`config.mk`:
```
export PLATFORM = sky130hd
export DESIGN_NAME = priority_encoder83
export DESIGN_NICKNAME = d
export VERILOG_FILES = /design/src/rtl/priority_encoder83.sv
export SDC_FILE = /design/constraint.sdc
export NUM_CORES = 1
export LEC_CHECK = 0
export BUFFER_PORTS_ARGS = -buffer_cell sky130_fd_sc_hd__buf_2
export CORE_ASPECT_RATIO = 0.9
export CORE_MARGIN = 5
export CORE_UTILIZATION = 49
export CTS_CLUSTER_DIAMETER = 40
export DETAILED_ROUTE_END_ITERATION = 6
export PLACE_DENSITY_LB_ADDON = 0.1
export SLEW_MARGIN = 15
export SYNTH_ARGS = -nofsm -noshare
export SYNTH_HDL_FRONTEND = slang
export SYNTH_SLANG_ARGS = --single-unit
```
`constraint.sdc`:
```
create_clock -name i_CLK -period 3.65 [get_ports i_CLK]
set_input_delay 0.73 -clock i_CLK [delete_from_list [all_inputs] [get_ports i_CLK]]
set_output_delay 0.73 -clock i_CLK [all_outputs]
set_load 0.01 [all_outputs]
```
`src/rtl/priority_encoder83.sv`:
```
// Registered 8-to-3 priority encoder with request latching and acknowledge handshake.
// Pending requests are collected, filtered by a mask and presented highest-priority first.
module priority_encoder83 #(
    parameter bit EDGE_MODE = 1'b1,
    parameter bit LOW_FIRST = 1'b1
) (
    input  logic       i_CLK,
    input  logic       i_RST,
    input  logic [7:0] i_REQ,
    input  logic [7:0] i_MASK,
    input  logic       i_ACK,
    output logic       o_A,
    output logic       o_B,
    output logic       o_C,
    output logic       o_VALID,
    output logic [7:0] o_PENDING
);

    logic [7:0] pending_q;
    logic [7:0] req_d;
    logic [2:0] code_q;
    logic       valid_q;

    logic [7:0] set_vec;
    logic [7:0] clr_vec;
    logic [7:0] pending_next;
    logic [7:0] eligible;
    logic [2:0] code_next;

    // Index of the winning bit; the later hit in the scan overrides earlier ones.
    function automatic logic [2:0] pick(input logic [7:0] v);
        logic [2:0] idx;
        idx = 3'b000;
        if (LOW_FIRST) begin
            for (int i = 7; i >= 0; i--)
                if (v[i]) idx = 3'(i);
        end else begin
            for (int i = 0; i <= 7; i++)
                if (v[i]) idx = 3'(i);
        end
        return idx;
    endfunction

    always_comb begin
        set_vec      = EDGE_MODE ? (i_REQ & ~req_d) : i_REQ;
        // An ACK only retires something while a code is actually being presented.
        clr_vec      = (i_ACK && valid_q) ? (8'b0000_0001 << code_q) : 8'b0000_0000;
        // Set is OR-ed in last so a simultaneous set and clear keeps the bit pending.
        pending_next = (pending_q & ~clr_vec) | set_vec;
        eligible     = pending_next & i_MASK;
        code_next    = pick(eligible);
    end

    // NOTE: sequential state uses non-blocking assignments so every register samples pre-edge values.
    always_ff @(posedge i_CLK) begin
        if (i_RST) begin
            pending_q <= 8'h00;
            req_d     <= 8'h00;
            code_q    <= 3'b000;
            valid_q   <= 1'b0;
        end else begin
            pending_q <= pending_next;
            req_d     <= i_REQ;
            code_q    <= code_next;
            valid_q   <= |eligible;
        end
    end

    assign o_A       = code_q[2];
    assign o_B       = code_q[1];
    assign o_C       = code_q[0];
    assign o_VALID   = valid_q;
    assign o_PENDING = pending_q;

endmodule

```
# Word-level counts from Yosys, hierarchy flattened
# Index checks and enable logic that the tools add are counted.
[totals] register_bits=20 output_inout_bits=12
[classes] shift=1 muxes=8 n_bitwise=6 reduce_logical=5
[ops] operator="bitwise AND 8 bit" count=3
[ops] operator="inverter 8 bit" count=2
[ops] operator="2-to-1 mux 3 bit" count=4
[ops] operator="2-to-1 mux 8 bit" count=1
[ops] operator="OR 8 bit" count=1
[ops] operator="OR reduction 8 bit" count=1
[ops] operator="<< shifter 1 x 3 -> 8 bit, first input constant" count=1
[ops] operator="OR reduction 5 bit" count=1
[ops] operator="2-to-1 mux 2 bit" count=2
[ops] operator="OR reduction 3 bit" count=1
[ops] operator="OR reduction 2 bit" count=1
[ops] operator="logical AND 1 bit" count=1
[ops] operator="2-to-1 mux 1 bit" count=1

# Depth between registers and ports, before layout
# Gate-level depths: netlist of run 1.
[logic_depth] depth_word=13 ltp_mapped=6 ltp_nobuf=6

# Worst setup path before layout of run 1
# OpenSTA, ideal clock, no wires.
[synth_timing] path_kind="input port to flip-flop" start="in i_ACK" end="reg valid_q (netlist: o_VALID)" arrival_ns=1.660 setup_slack_ns=1.858 path_stages=6 n_path_buf=0 cell_sequence="nand3_1 -> o21a_1 -> o21ai_2 -> a21bo_1 -> and3b_2 -> a21oi_2"
[synth_between] elab_chain_len=7
[synth_rtl] element="start: declaration" line="11" source="input logic i_ACK,"
[synth_rtl] element="logical AND 1 bit" line="47" source="clr_vec = (i_ACK && valid_q) ? (8'b0000_0001 << code_q) : 8'b0000_0000;"
[synth_rtl] element="2-to-1 mux 8 bit" line="47"
[synth_rtl] element="inverter 8 bit" line="49" source="pending_next = (pending_q & ~clr_vec) | set_vec;"
[synth_rtl] element="bitwise AND 8 bit" line="49"
[synth_rtl] element="OR 8 bit" line="49"
[synth_rtl] element="bitwise AND 8 bit" line="50" source="eligible = pending_next & i_MASK;"
[synth_rtl] element="OR reduction 8 bit" line="65" source="valid_q <= |eligible;"
[synth_rtl] element="end signal: assignment" line="65"
[synth_rtl] element="end: declaration" line="22" source="logic valid_q;"
# Every way passes these cells.
# A chain may end at the register's enable or synchronous reset.

# Worst setup path after layout of run 1
# Ends and elaborated chain as after synthesis.

==> results of run 1 <==
-- power breakdown --
| group | total [mW] | internal (mW) | switching [mW] | leakage [nW] |
|---|---|---|---|---|
| Combinational | 0.0775 | 0.0361 | 0.0414 | 0.290 |
| Clock | 0.125 | 0.0608 | 0.0639 | 0.0210 |
| Sequential | 0.243 | 0.234 | 0.00947 | 0.167 |
| Total | 0.446 | 0.331 | 0.115 | 0.477 |
-- final cells by class --
class | count | area (sq um)
tap | 22 | 27.5
timing repair buffer | 30 | 150
fill | 139 | 483
clock buffer | 4 | 36.3
inverter | 5 | 18.8
multi-input combinational | 61 | 364
sequential | 20 | 400
-- worst min path at each step --
stage,cells after the start,slack (ns),to
final,3,0.54,o_PENDING[3]
after global routing,3,0.58,o_PENDING[3]
after CTS,3,0.53,o_PENDING[3]
after detailed placement,3,0.52,o_PENDING[3]
after global placement,3,0.51,o_PENDING[3]
after floorplan,3,0.50,o_PENDING[3]
-- synthesized netlist by cell type --
cell type | number | area, sq um
nor2_1 | 11 | 41.3
nor2b_1 | 11 | 68.8
a21boi_1 | 1 | 7.51
o21ai_2 | 3 | 26.3
a41o_1 | 1 | 10.0
inv_1 | 5 | 18.8
a31oi_1 | 1 | 6.26
a21bo_1 | 1 | 10.0
o21a_1 | 3 | 22.5
o31ai_1 | 2 | 15.0
clkbuf_1 | 2 | 7.51
a21oi_2 | 2 | 17.5
and3b_2 | 1 | 10.0
nand3b_1 | 1 | 7.51
dfxtp_1 | 20 | 400
and4_1 | 1 | 8.76
nor3b_2 | 1 | 12.5
nand3_1 | 3 | 15.0
o21ai_0 | 4 | 20.0
nand2b_1 | 3 | 18.8
nand2_1 | 7 | 26.3
o21ai_1 | 4 | 20.0
-- per-stage QoR --
step / setup WS, ns / instances
2_1_floorplan: 1.86 / 88
3_3_place_gp: 1.71 / 138
3_5_place_dp: 1.63 / 138
4_1_cts: 1.93 / 142
5_1_grt: 1.87 / 142
6_report: 1.94 / 142
-- state kept, by name, summed over array words and instances (netlist names) --
signal and count:
req_d 8, o_VALID 1, o_PENDING 8, code_q 3
-- logic make-up after synthesis --
group | count (synthesis) | share of synthesized area (%)
buffers and inverters | 7 | 3.32
AOI/OAI and AO/OA | 22 | 19.6
DFF | 20 | 50.6
and+or+nand+nor | 39 | 26.4
-- metal layers --
layer / GRT usage, % / part of all wire, %
met1: 17.5 / 41
met5: 0 / 0
met3: 6.73 / 8.4
met4: 4.59 / 0.68
met2: 28.5 / 50
-- worst max-delay path, delay by kind of cell --
kind	cells	cell delay (ns)
simple gates	2	0.41
compound gates	4	0.65
buf+inv	1	0.09
==> metrics.md, run 1 <==
| Metric | Value |
|---|---|
| Worst setup EP type | `flop` |
| Final clock skew | `0.00201 ns` |
| Root buffer cell | `clkbuf_4` |
| Max Cap Viol | `0` |
| Worst Path Max Fanout | `4` |
| IO Port Bufs | `30` |
| Syn nets | `107` |
| Post-DR vias/cell | `approximately 4.9` |
| Synth unique cells | `22` |
| Final setup vio count | `0` |
| Critical Path Sink | `o_VALID` |
| Tot Pwr | `~450 uW` |
| Number of vias after detailed routing | `between 600 and 700` |
| Grt ovf | `0` |
| Num CTS Buffers | `3` |
| Cell Chain, Critical Path | `buf_2 > nand3_1 > o21ai_0 > o21ai_2 > a21bo_1 > and3b_2 > a21oi_2` |
| Initial antenna violation count | `0` |
| Final Cell Area | `~1000 sq um` |
| Iter 0 DRT Violations | `21` |
| GRT Total Usage | `15.9%` |
| RD Place Congestion | `around 0.76` |
| Syn_area_per_cell | `around 9.0 sq um` |
| Clk_lat worst skew | `approximately 0.30 ns` |
| Post-CTS Hold Fix Bufs | `0` |
| Data arrival, critical path | `between 1.5 and 2 ns` |
| Util after Layout | `67.4%` |
| DP HPWL | `around 1400 microns` |
| Routed WL | `between 1500 and 2000 microns` |
| Max Root-Sink Buffers | `2` |
| Hold Crit Class | `reg -> reg` |
| First-pass GRT wire length | `around 2800 microns` |
| Reg2reg path depth | `6` |
| Worst vdd ir | `~0.33 mV` |
| Die Y-Extent | `around 48 microns` |
| Vias in the first global route | `between 600 and 700` |
| Clock sink total | `20` |
| Row cnt | `13` |
| Setup TNS | `0 ns` |
| ANT cells | `0` |
| Status | `finished, final reports clean` |
| Syn. warnings | `0` |
| Clock Pin Slew Worst Setup and Hold Paths | `about 0.1 ns` |
| Fmax | `approximately 0.6 GHz` |
| Core box area | `1480 sq um` |
| Post-route ant nets | `0` |
| Placed Area | `approximately 960 sq um` |
| Routed WL per cell | `between 10 and 15 microns` |
| Startpoint Class | `primary input` |
| Reg-to-reg slack, setup | `2.09 ns` |
| Fin crit share | `between 40 and 50%` |
| Register area share after synthesis | `about 50%` |
| Commonest non-fill, non-tap cell in the layout | `buf_2` |
| Crit path launch | `i_ACK` |
| Final hold violations | `0` |
| DRC viols | `0` |
| Post-CTS sizing | `0` |
| Pin count of the biggest net entering global routing | `20` |
| Headroom to the max-slew limit | `between 70% and 80%` |
| Fin Hold WS | `about 0.54 ns` |
| RSZ-0062 raised after global routing | `no` |
| Post-layout min period | `1.71 ns` |
| Post-CTS Setup Bufs | `0` |
| CTS H-Tree Depth | `1` |
| Synthesized cell area | `just under 800 sq um` |
| Most frequent cells in the layout | `30 x buf_2, 20 x dfxtp_1, 11 x nor2_1, 11 x nor2b_1, 7 x nand2_1` |
| Least-Margin Pin Slew | `roughly 0.36 ns` |
| TritonCTS clock tree | `built` |
| Chip width | `52.3 microns` |
| Area grow syn2layout | `26.1%` |
| Max incr delay on CP | `0.27 ns` |
| RR Endpoint | `o_VALID` |
| Initial Util | `53.4%` |
| RR Startpoint | `code_q[0]` |
| FF+latch count, synth | `20` |
| Post-Synthesis Cells | `88` |
| DR pass1 iterations | `5` |
| P_leak | `between 0.4 and 0.5 nW` |
| WS Path Type | `in -> reg` |
| Die area | `between 2000 and 3000 sq um` |
| Nets@finish | `140` |
| IO Pins | `31` |
| PwrDens | `roughly 450 nW/um^2` |
| Slew Viols, Final | `0` |
| CP max stage cell | `o21ai_0` |
| Worst path required time | `between 3 and 4 ns` |
| Share of layout cells above drive strength 1 | `about a third` |
| Worst hold start | `req_d[3]` |
No activity file was read; power rests on OpenSTA's default activity.
==> inputs of run 2 (changes only) <==
Settings changed: CORE_UTILIZATION 49 to 46.
Clock period 3.65 ns to 1.65 ns, I/O delays scaled along.
==> run 2 against run 1 <==
Against the previous run: combinational power up 120%; sequential cell count stayed put; design area increased by 1.5%; routed wire length down 5.2%; global-route usage decreased by 1.4 points; final cell count up 2.1%; sequential share of layout area is 0.60 points lower; core utilization down 5.9 points; non-clock buffer count up 1; via count up 2.0%; critical path depth shrank 1; critical path type is now reg -> reg; largest cell class unchanged.
==> metrics.md, run 2 (synthesis results as in run 1) <==
| Metric | Value |
|---|---|
| Least-Margin Pin Slew | `about 0.26 ns` |
| First-pass GRT wire length | `2770 microns` |
| Final clock skew | `between 0.002 and 0.0025 ns` |
| Post-DR vias/cell | `between 4 and 5` |
| Grt ovf | `0` |
| RR Endpoint | `o_VALID` |
| Most frequent cells in the layout | `30 x buf_2, 20 x dfxtp_1, 11 x nor2_1, 11 x nor2b_1, 7 x nand2_1` |
| Vias in the first global route | `658` |
| Finished Layout Cells | `approximately 150` |
| Clock sink total | `20` |
| DRC viols | `0` |
| Worst setup EP type | `flop` |
| GRT Total Usage | `~14%` |
| Reg2reg path depth | `6` |
| Headroom to the max-slew limit | `approximately 83%` |
| Reg-to-reg slack, setup | `about 0.11 ns` |
| Root buffer cell | `clkbuf_4` |
| Startpoint Class | `flop` |
| TritonCTS clock tree | `built` |
| Worst vdd ir | `around 0.68 mV` |
| WS Path Type | `reg -> reg` |
| Max Root-Sink Buffers | `2` |
| DP HPWL | `1410 microns` |
| Final hold violations | `0` |
| Cell count after placement | `about 140` |
| Commonest non-fill, non-tap cell in the layout | `buf_2` |
| Placement Setup Slack | `roughly 0.035 ns` |
| RD Place Congestion | `0.751` |
| PwrDens | `980 nW/um^2` |
| Die area | `2650 sq um` |
| Nets@finish | `about 140` |
| CTS H-Tree Depth | `1` |
| Worst path required time | `1.85 ns` |
| Routed WL | `about 1700 microns` |
| RR Startpoint | `code_q[0]` |
| Fin crit share | `93.4%` |
| Worst Path Max Fanout | `6` |
| Fmax | `0.649 GHz` |
| ANT cells | `0` |
| Chip width | `53.7 microns` |
| Post-route ant nets | `0` |
| Worst Hold Path Cells | `2` |
| Area grow syn2layout | `28.0%` |
| Post-layout min period | `around 1.5 ns` |
| Iter 0 DRT Violations | `3` |
| Hold Crit Class | `in -> reg` |
| Number of vias after detailed routing | `705` |
| Worst hold start | `i_REQ[6]` |
| Routed WL per cell | `approximately 12 microns` |
| Initial Util | `about 48%` |
| Core box area | `1650 sq um` |
| Clock Pin Slew Worst Setup and Hold Paths | `0.11 ns` |
| RSZ-0062 raised after global routing | `no` |
| Post-route setup slack | `0.108 ns` |
| Slew Viols, Final | `0` |
| DR pass1 iterations | `2` |
| Hold Path Sink | `req_d[6]` |
| IO Pins | `31` |
| Max Cap Viol | `0` |
| Num CTS Buffers | `3` |
| Final setup vio count | `0` |
| IO Port Bufs | `30` |
| Data arrival, critical path | `1.75 ns` |
| Share of layout cells above drive strength 1 | `between 30% and 40%` |
| Row cnt | `14` |
| Initial antenna violation count | `0` |
| Die Y-Extent | `between 40 and 50 microns` |
| P_leak | `about 0.48 nW` |
| Setup TNS | `0 ns` |
| Status | `finished, final reports clean` |
| Clk_lat worst skew | `around 0.30 ns` |
| Pin count of the biggest net entering global routing | `12` |
==> run 2: changes by cell type in the layout (fill, tap and decap cells not counted) <==
cell,delta
buf_4,+1
o31ai_1,-1
o31ai_2,+1
==> run 2: critical path: stages (launching register included) <==
cell	delay, ns
dfxtp_1	0.40
nand2b_1	0.19
o21a_1	0.20
o21ai_2	0.13
a21bo_1	0.22
and3b_2	0.26
a21oi_2	0.05
==> run 2: worst max-delay path by stage <==
stage	startpoint	end	slack [ns]
2_1_floorplan	o_VALID	o_VALID	0.19
3_3_place_gp	i_ACK	o_VALID	0.07
3_5_place_dp	i_ACK	o_VALID	0.04
4_1_cts	o_VALID	o_VALID	0.10
5_1_grt	o_VALID	o_VALID	0.003
6_report	code_q[0]	o_VALID	0.11
==> run 2: repair_timing <==
item,4_1_cts,5_1_grt
setup endpoints to repair,0,2
gates resized for setup,0,1
buffers inserted,0,0
hold buffers,0,0
==> run 2: final cells by class <==
cell class	count	area, sq um
fill	179	634
inverter	5	18.8
multi-input combinational	61	369
timing repair buffer	31	158
clock buffer	4	36.3
sequential	20	400
tap	24	30.0
==> run 2: through the flow <==
step	utilization [%]	power, mW	instance area, sq um	hold slack [ns]
floorplan	-	0.652	791	0.458
global placement	59.0	0.717	971	0.521
detailed placement	59.0	0.722	971	0.526
CTS	61.2	1.00	1010	0.242
global route	61.5	1.05	1010	0.243
finish	61.5	0.992	1010	0.245
==> run 2: power breakdown <==
part / internal, mW / total (mW) / switching [mW]
registers: 0.518 / 0.540 / 0.0227
clock network: 0.135 / 0.281 / 0.147
logic: 0.0819 / 0.170 / 0.0883
==> run 2: routing by layer <==
layer  global-route usage (%)  up-vias  part of all wire [%]
met5                        0        -                     0
met4                     6.38        0                   1.6
met3                     3.98        5                   6.6
met2                     24.4       19                    50
met1                     16.4      321                    42
li1                         -      360                     -
==> inputs of run 3 (changes only) <==
Settings changed: CORE_ASPECT_RATIO 0.9 to unset, MAX_ROUTING_LAYER set to met4.
==> run 3 against run 2 <==
Against the previous run: setup slack improved by 0.010 ns; core utilization decreased by 1.3 points; total power increased by 12%; clock power increased by 43%; sequential power about the same; via count increased by 0.85%; critical path type unchanged; critical endpoint unchanged.
==> metrics.md, run 3 (synthesis results as in run 1) <==
| Metric | Value |
|---|---|
| Reg-to-reg slack, setup | `roughly 0.12 ns` |
| Filler instances | `~170` |
| Core box area | `~1700 sq um` |
| Data arrival, critical path | `around 1.7 ns` |
| Placed Area | `between 900 and 1000 sq um` |
| Area grow syn2layout | `28.5%` |
| Post-DR vias/cell | `5.15` |
| PwrDens | `1090 nW/um^2` |
| Grt ovf | `0` |
| Fin crit share | `about 93%` |
| ANT cells | `0` |
| Headroom to the max-slew limit | `84.3%` |
| Reg2reg path depth | `6` |
| WS Path Type | `reg -> reg` |
| Max incr delay on CP | `between 0.3 and 0.4 ns` |
| Post-CTS Setup Bufs | `0` |
| RD Place Congestion | `0.714` |
| Slew Viols, Final | `0` |
| DP HPWL | `1380 microns` |
| Least-Margin Pin Slew | `0.233 ns` |
| RSZ-0062 raised after global routing | `yes` |
| Row cnt | `15` |
| Post-layout min period | `between 1.5 and 2 ns` |
| Worst setup EP type | `flop` |
| Final Cell Area | `between 1000 and 1500 sq um` |
| Final setup vio count | `0` |
| Finished Layout Cells | `138` |
| Placement Setup Slack | `0.0737 ns` |
| DR pass1 iterations | `3` |
| RR Endpoint | `o_VALID` |
| IO Pins | `31` |
| Cell Chain, Critical Path | `nand2b_1 > o21a_1 > o21ai_2 > a21bo_1 > and3b_2 > a21oi_2` |
| Routed WL per cell | `around 12 microns` |
| Routed WL | `around 1700 microns` |
| Vias in the first global route | `680` |
| Worst path required time | `between 1.5 and 2 ns` |
| Die Y-Extent | `between 50 and 60 microns` |
| P_leak | `between 0.4 and 0.5 nW` |
| Root buffer cell | `clkbuf_4` |
| First-pass GRT wire length | `around 3000 microns` |
| Max Root-Sink Buffers | `2` |
| RR Startpoint | `code_q[0]` |
| Crit path launch | `code_q[0]` |
| Initial antenna violation count | `0` |
| Setup TNS | `0 ns` |
| Clk_lat worst skew | `just over 0.3 ns` |
| Fmax | `approximately 0.65 GHz` |
| TritonCTS clock tree | `built` |
| IO Port Bufs | `30` |
| Post-route ant nets | `0` |
| Chip width | `51.5 microns` |
| Cell count after placement | `approximately 130` |
| DRC viols | `0` |
| Status | `finished, final reports clean` |
| GRT Total Usage | `16.1%` |
| Share of layout cells above drive strength 1 | `approximately 36%` |
| Iter 0 DRT Violations | `2` |
| Clock Pin Slew Worst Setup and Hold Paths | `approximately 0.12 ns` |
| Final hold violations | `0` |
| Die area | `~2600 sq um` |
| CP max stage cell | `dfxtp_1` |
| Number of vias after detailed routing | `around 710` |
| Post-route setup slack | `0.119 ns` |
| Tot Pwr | `roughly 1.1 mW` |
| Initial Util | `46.8%` |
| Clock sink total | `20` |
| Nets@finish | `around 140` |
| Critical Path Sink | `o_VALID` |
| Final clock skew | `roughly 0.0041 ns` |
| Startpoint Class | `flop` |
| Most frequent cells in the layout | `30 x buf_2, 19 x dfxtp_1, 11 x nor2_1, 11 x nor2b_1, 7 x nand2_1` |
| Num CTS Buffers | `3` |
| Max Cap Viol | `0` |
| Pin count of the biggest net entering global routing | `13` |
| Worst Path Max Fanout | `6` |
| Hold Crit Class | `in -> reg` |
| Worst vdd ir | `a little under 0.8 mV` |
| Commonest non-fill, non-tap cell in the layout | `buf_2` |
| CTS H-Tree Depth | `1` |
-- run 3: layer usage --
metal  part of all wire [%]  wire length (microns)  track usage, %  vias to the layer above
met1                     44                    748            19.2                      323
met4                    2.7                     47            10.5                        0
met2                     47                    799            24.8                       20
met5                      0                      0               -                        -
met3                    6.8                    117            2.62                        5
li1                       -                      -               -                      363
-- run 3: worst min path at each step --
stage	startpoint	to	slack, ns	depth (start not counted)
floorplan	i_REQ[2]	req_d[2]	0.46	1
global placement	req_d[3]	o_PENDING[3]	0.51	3
detailed placement	req_d[3]	o_PENDING[3]	0.52	3
CTS	i_REQ[2]	req_d[2]	0.22	2
global route	i_REQ[2]	req_d[2]	0.23	2
finish	i_REQ[2]	req_d[2]	0.23	2
-- run 3: layout make-up --
| type | count | area [sq um] | area share, % |
|---|---|---|---|
| sequential | 20 | 402 | 39.5 |
| timing repair buffer | 31 | 158 | 15.5 |
| tap | 17 | 21.3 | 2.09 |
| inverter | 5 | 18.8 | 1.85 |
| multi-input combinational | 61 | 364 | 35.8 |
| clock inverter | 1 | 30.0 | 2.96 |
| clock buffer | 3 | 22.5 | 2.22 |
-- run 3: repair_timing --
action | CTS | global route
gates resized for setup | 0 | 1
endpoints found under the setup margin | 0 | 1
hold buffers | 0 | 0
-- run 3: worst max-delay path: cells and delay by family, from the launching register on --
| family | cells | cell delay [ns] |
|---|---|---|
| compound gates | 4 | 0.59 |
| flops | 1 | 0.39 |
| simple gates | 2 | 0.44 |
-- run 3: where the power goes --
group	internal [mW]	switching, mW
sequential	0.518	0.0212
clock	0.246	0.157
combinational	0.0812	0.0882
total	0.845	0.267
-- run 3: per-stage QoR --
step | util, % | hold slack, ns
3_5_place_dp | 57.0 | 0.518
6_report | 60.1 | 0.234
2_1_floorplan | - | 0.458
4_1_cts | 60.1 | 0.223
3_3_place_gp | 57.0 | 0.515
5_1_grt | 60.1 | 0.234
